`config.mk`:
```
export PLATFORM = sky130hd
export DESIGN_NAME = core_run_monitor
export DESIGN_NICKNAME = d
export VERILOG_FILES = /design/src/rtl/core_run_monitor.sv
export SDC_FILE = /design/constraint.sdc
export NUM_CORES = 1
export LEC_CHECK = 0
export BUFFER_PORTS_ARGS = -buffer_cell sky130_fd_sc_hd__buf_2
export CAP_MARGIN = 20
export CORE_MARGIN = 5
export CORE_UTILIZATION = 30
export CTS_CLUSTER_SIZE = 10
export DETAILED_ROUTE_END_ITERATION = 7
export PLACE_DENSITY_LB_ADDON = 0.3
export SYNTH_ARGS = -nofsm -noshare
export SYNTH_HDL_FRONTEND = slang
export SYNTH_SLANG_ARGS = --single-unit
```
`constraint.sdc`:
```
create_clock -name clk -period 2.6 [get_ports clk]
set_clock_uncertainty 0.15 [all_clocks]
set_input_delay 0.52 -clock clk [delete_from_list [all_inputs] [get_ports clk]]
set_output_delay 0.52 -clock clk [all_outputs]
set_load 0.01 [all_outputs]
```
`src/rtl/core_run_monitor.sv`:
```
// Run/halt supervisor for a pipelined core: tracks run cycles and a repeating MEM-stage PC,
// and halts on ECALL, EBREAK, a stuck PC or a run-cycle timeout, recording cause and PC.
module core_run_monitor #(
   parameter logic [31:0] STUCK_LIMIT    = 32'd2000000,
   parameter logic [63:0] TIMEOUT_CYCLES = 64'd50000000
) (
   input  logic        clk,
   input  logic        rst,
   input  logic        ecall_pulse,
   input  logic        ebreak_pulse,
   input  logic [31:0] pc,
   input  logic [31:0] mem_pc,
   input  logic        clear,
   output logic        halted,
   output logic        halt_pulse,
   output logic [2:0]  halt_cause,
   output logic [31:0] halt_pc,
   output logic [63:0] cycle_count,
   output logic [31:0] stuck_count
);

   // state | meaning
   // RUN   | core executing; counters advance, halt events evaluated every edge
   // HALT  | core stopped; all captured state frozen until clear or rst
   typedef enum logic {
      RUN  = 1'b0,
      HALT = 1'b1
   } state_t;

   localparam logic [2:0] CAUSE_NONE    = 3'd0;
   localparam logic [2:0] CAUSE_ECALL   = 3'd1;
   localparam logic [2:0] CAUSE_EBREAK  = 3'd2;
   localparam logic [2:0] CAUSE_STUCK   = 3'd3;
   localparam logic [2:0] CAUSE_TIMEOUT = 3'd4;

   state_t      state;
   logic [31:0] stuck_pc;
   logic [2:0]  event_cause;
   logic [31:0] event_pc;

   // Priority: ecall > ebreak > stuck > timeout; the winner also selects the captured PC.
   always_comb begin
      event_cause = CAUSE_NONE;
      event_pc    = 32'h0;
      if (ecall_pulse) begin
         event_cause = CAUSE_ECALL;
         event_pc    = pc;
      end else if (ebreak_pulse) begin
         event_cause = CAUSE_EBREAK;
         event_pc    = pc;
      end else if (stuck_count == STUCK_LIMIT) begin
         event_cause = CAUSE_STUCK;
         event_pc    = stuck_pc;
      end else if (cycle_count == TIMEOUT_CYCLES) begin
         event_cause = CAUSE_TIMEOUT;
         event_pc    = mem_pc;
      end
   end

   assign halted = (state == HALT);

   always_ff @(posedge clk) begin
      if (rst) begin
         state       <= RUN;
         halt_pulse  <= 1'b0;
         halt_cause  <= CAUSE_NONE;
         halt_pc     <= 32'h0;
         cycle_count <= 64'h0;
         stuck_count <= 32'h0;
         stuck_pc    <= 32'hFFFF_FFFF;
      end else begin
         case (state)
            RUN: begin
               halt_pulse <= 1'b0;
               // The stuck tracker keeps running on the halting edge as well.
               if (mem_pc == stuck_pc) begin
                  if (stuck_count != 32'hFFFF_FFFF)
                     stuck_count <= stuck_count + 32'd1;
               end else begin
                  stuck_pc    <= mem_pc;
                  stuck_count <= 32'h0;
               end
               if (event_cause != CAUSE_NONE) begin
                  state      <= HALT;
                  halt_pulse <= 1'b1;
                  halt_cause <= event_cause;
                  halt_pc    <= event_pc;
               end else begin
                  cycle_count <= cycle_count + 64'd1;
               end
            end
            HALT: begin
               halt_pulse <= 1'b0;
               if (clear) begin
                  state       <= RUN;
                  halt_cause  <= CAUSE_NONE;
                  halt_pc     <= 32'h0;
                  cycle_count <= 64'h0;
                  stuck_count <= 32'h0;
                  stuck_pc    <= 32'hFFFF_FFFF;
               end
            end
            default: state <= RUN;
         endcase
      end
   end

endmodule

```
==> flow_metrics.env <==
export IMPL_power_density_nw_per_um2=479
export IMPL_synthCells=1092
export IMPL_min_period_ps=2560
export IMPL_drt_initial_drc_count=865
export IMPL_ant_nets=0
export IMPL_start_util=0.303
export IMPL_irDropWorstVdd_mv=0.340
export IMPL_fillers=3054
export IMPL_dr_pass1_iters=6
export IMPL_std_cell_rows=63
export IMPL_wl_met3_um=2020
export IMPL_gp_congestion=0.850
export IMPL_placed_area_um2=11300
export IMPL_synth_commonest_cells="165 x dfxtp_1, 156 x nand2_1, 68 x nor2_1"
export IMPL_synth_seq_cells=165
export IMPL_hold_buffers=0
export IMPL_synth_cell_type_count=61
export IMPL_ff2ff_path_depth=7
export IMPL_dr_wl_met2_um=14900
export IMPL_cts_buffers=17
export IMPL_leakage_nw=4.96
export IMPL_ys_warn_count=0
export IMPL_fp_dieArea_um2=33500
export IMPL_cts_tree="yes"
export IMPL_clock_path_buffers=2
export IMPL_grt_pass1_vias=8784
export IMPL_postLayoutCellArea_um2=12100
export IMPL_crit_path_max_fanout=22
export IMPL_start_kind="flip-flop"
export IMPL_synth_top_area_frac=0.368
export IMPL_cts_root_buffer="clkbuf_16"
export IMPL_grtUsageTotal=0.181
export IMPL_die_h_um=183
export IMPL_postSynthAreaPerCell_um2=8.23
export IMPL_synth_top_cell_by_area="dfxtp_1"
export IMPL_ys_seq_area_frac=0.368
export IMPL_hp_class="in -> reg"
export IMPL_setup_viol=0
export IMPL_grt_pass1_wl_um=49100
export IMPL_hold_viol=0
export IMPL_portBuffers=201
export IMPL_grt_start_max_net_pins=65
export IMPL_async_reset_ff_frac=0
export IMPL_routed_top_layer="met5"
export IMPL_drive_gt1_frac=0.313
export IMPL_min_path_cells=3
export IMPL_fin_crit_sh=0.985
export IMPL_cts_htree_levels=4
export IMPL_crit_path_end_kind="flip-flop"
export IMPL_ys_flop_type="dfxtp_1"
export IMPL_place_hpwl_um=23100
export IMPL_required_ps=2760
export IMPL_clkTransAtPathRegs_ps=70
export IMPL_final_max_slew_viol_count=0
export IMPL_routed_via_density=5.32
export IMPL_synth_fp_nets=1165
export IMPL_fin_nets=1448
export IMPL_die_x_um=183
export IMPL_status="finished, final reports clean"
export IMPL_cts_sinks=165
export IMPL_io_pins=202
export IMPL_antenna_found_initial=3
export IMPL_drv_cap=0
export IMPL_arrival_ps=2720
export IMPL_rsz0062_at_grt="true"
export IMPL_fmax_mhz=390
export IMPL_fp_coreArea_um2=29600
export IMPL_syn_area_um2=8980
export IMPL_crit_type="reg -> reg"
export IMPL_wl_um=32500
export IMPL_wl_met1_um=14600
export IMPL_wl_per_cell_um=18.3
export IMPL_tns_ps=0
export IMPL_synth_edff_count=0
export IMPL_vias=9477
export IMPL_area_growth_pct=34.9
export IMPL_overflow=0
export IMPL_clock_latency_ps=430
export IMPL_synthTopCellsByArea="dfxtp_1 37%, mux2i_1 7.4%, nand2_1 6.5%"
export IMPL_relSlewSlack=0.570
export IMPL_drc_errors=0
export IMPL_synth_most_common_cell="dfxtp_1"
export IMPL_worst_pin_slew_ps=645
worst paths after layout:
kind,start,endpoint,slack [ps]
worst min register to register,halt_cause[1],halt_cause[1],310
worst max-delay path,cycle_count[41],cycle_count[54],40
worst max register to register,cycle_count[41],cycle_count[54],40
worst min-delay path,mem_pc[21],stuck_pc[21],190
critical path, cell delays in order (launching register included):
cell and delay [ps]:
dfxtp_2 350, nor4_4 340, nand4_1 220, or4_4 620, o211ai_4 300, buf_12 210, a21oi_1 110, mux2i_1 140
layout by cell type, fill, tap and decap left out, types with 15 or more instances in the layout:
cell type / instances
xor2_1: 32
a21oi_1: 32
nand3_1: 43
nor2_1: 65
o211ai_1: 16
nand2_1: 156
and4_1: 15
a31o_2: 16
o21ai_0: 27
inv_1: 34
buf_2: 201
nor4_1: 24
or3_1: 48
a31oi_1: 24
buf_4: 119
clkbuf_16: 18
dfxtp_1: 161
nand4_1: 52
a22o_1: 17
mux2i_1: 66
per-stage QoR:
stage                     utilization  std cells  setup slack [ps]  hold slack [ps]  power (mW)
after global routing            0.409       1780             -56.9              195        6.05
after CTS                       0.400       1768              10.3              179        5.85
after floorplan                     -       1092               110              338        3.09
after global placement          0.381       1736              -162              284        3.38
final                           0.409       1780              38.3              190        5.81
after detailed placement        0.381       1736              -176              293        3.39
report_power, final:
part | leakage, nW | internal, mW | total, mW | switching [mW]
clock | 0.277 | 1.31 | 2.46 | 1.15
sequential | 1.35 | 2.61 | 2.67 | 0.0615
combinational | 3.34 | 0.294 | 0.685 | 0.391
total | 4.96 | 4.21 | 5.81 | 1.60
cell families (layout without fill, tap and decap cells):
group,after synthesis,count (layout),synth area share
and+or+nand+nor,486,486,0.283
adders and majority gates,4,4,0.00557
DFF,165,165,0.368
muxes,66,66,0.0735
buffers and inverters,109,405,0.0527
other,0,2,0
xor gates and xnor gates,45,45,0.0439
AOI/OAI and AO/OA,217,217,0.174
repair_timing:
item | CTS | global route
setup buffers | 0 | 6
gates resized for setup | 3 | 28
cloned | 0 | 4
pin swaps | 0 | 6
endpoints found under the setup margin | 74 | 118
final cells by class:
class	count	area, µm²	area share
sequential	165	3310	0.273
inverter	36	135	0.0111
tap	390	488	0.0403
clock buffer	19	453	0.0374
clock inverter	13	115	0.00950
antenna	2	5.00	0.000413
multi-input combinational	818	5390	0.444
timing repair buffer	337	2230	0.184
per-layer routing:
| layer | up-vias | track usage |
|---|---|---|
| li1 | 4598 | - |
| met4 | 2 | 0.0611 |
| met5 | - | 0 |
| met3 | 48 | 0.0369 |
| met2 | 285 | 0.282 |
| met1 | 4544 | 0.252 |
state kept, by name (all words and copies together), names as in the netlist:
register / flops
halted: 1
stuck_pc: 32
halt_pc: 32
halt_pulse: 1
stuck_count: 32
cycle_count: 64
halt_cause: 3
(Power assumes the default switching activity.)
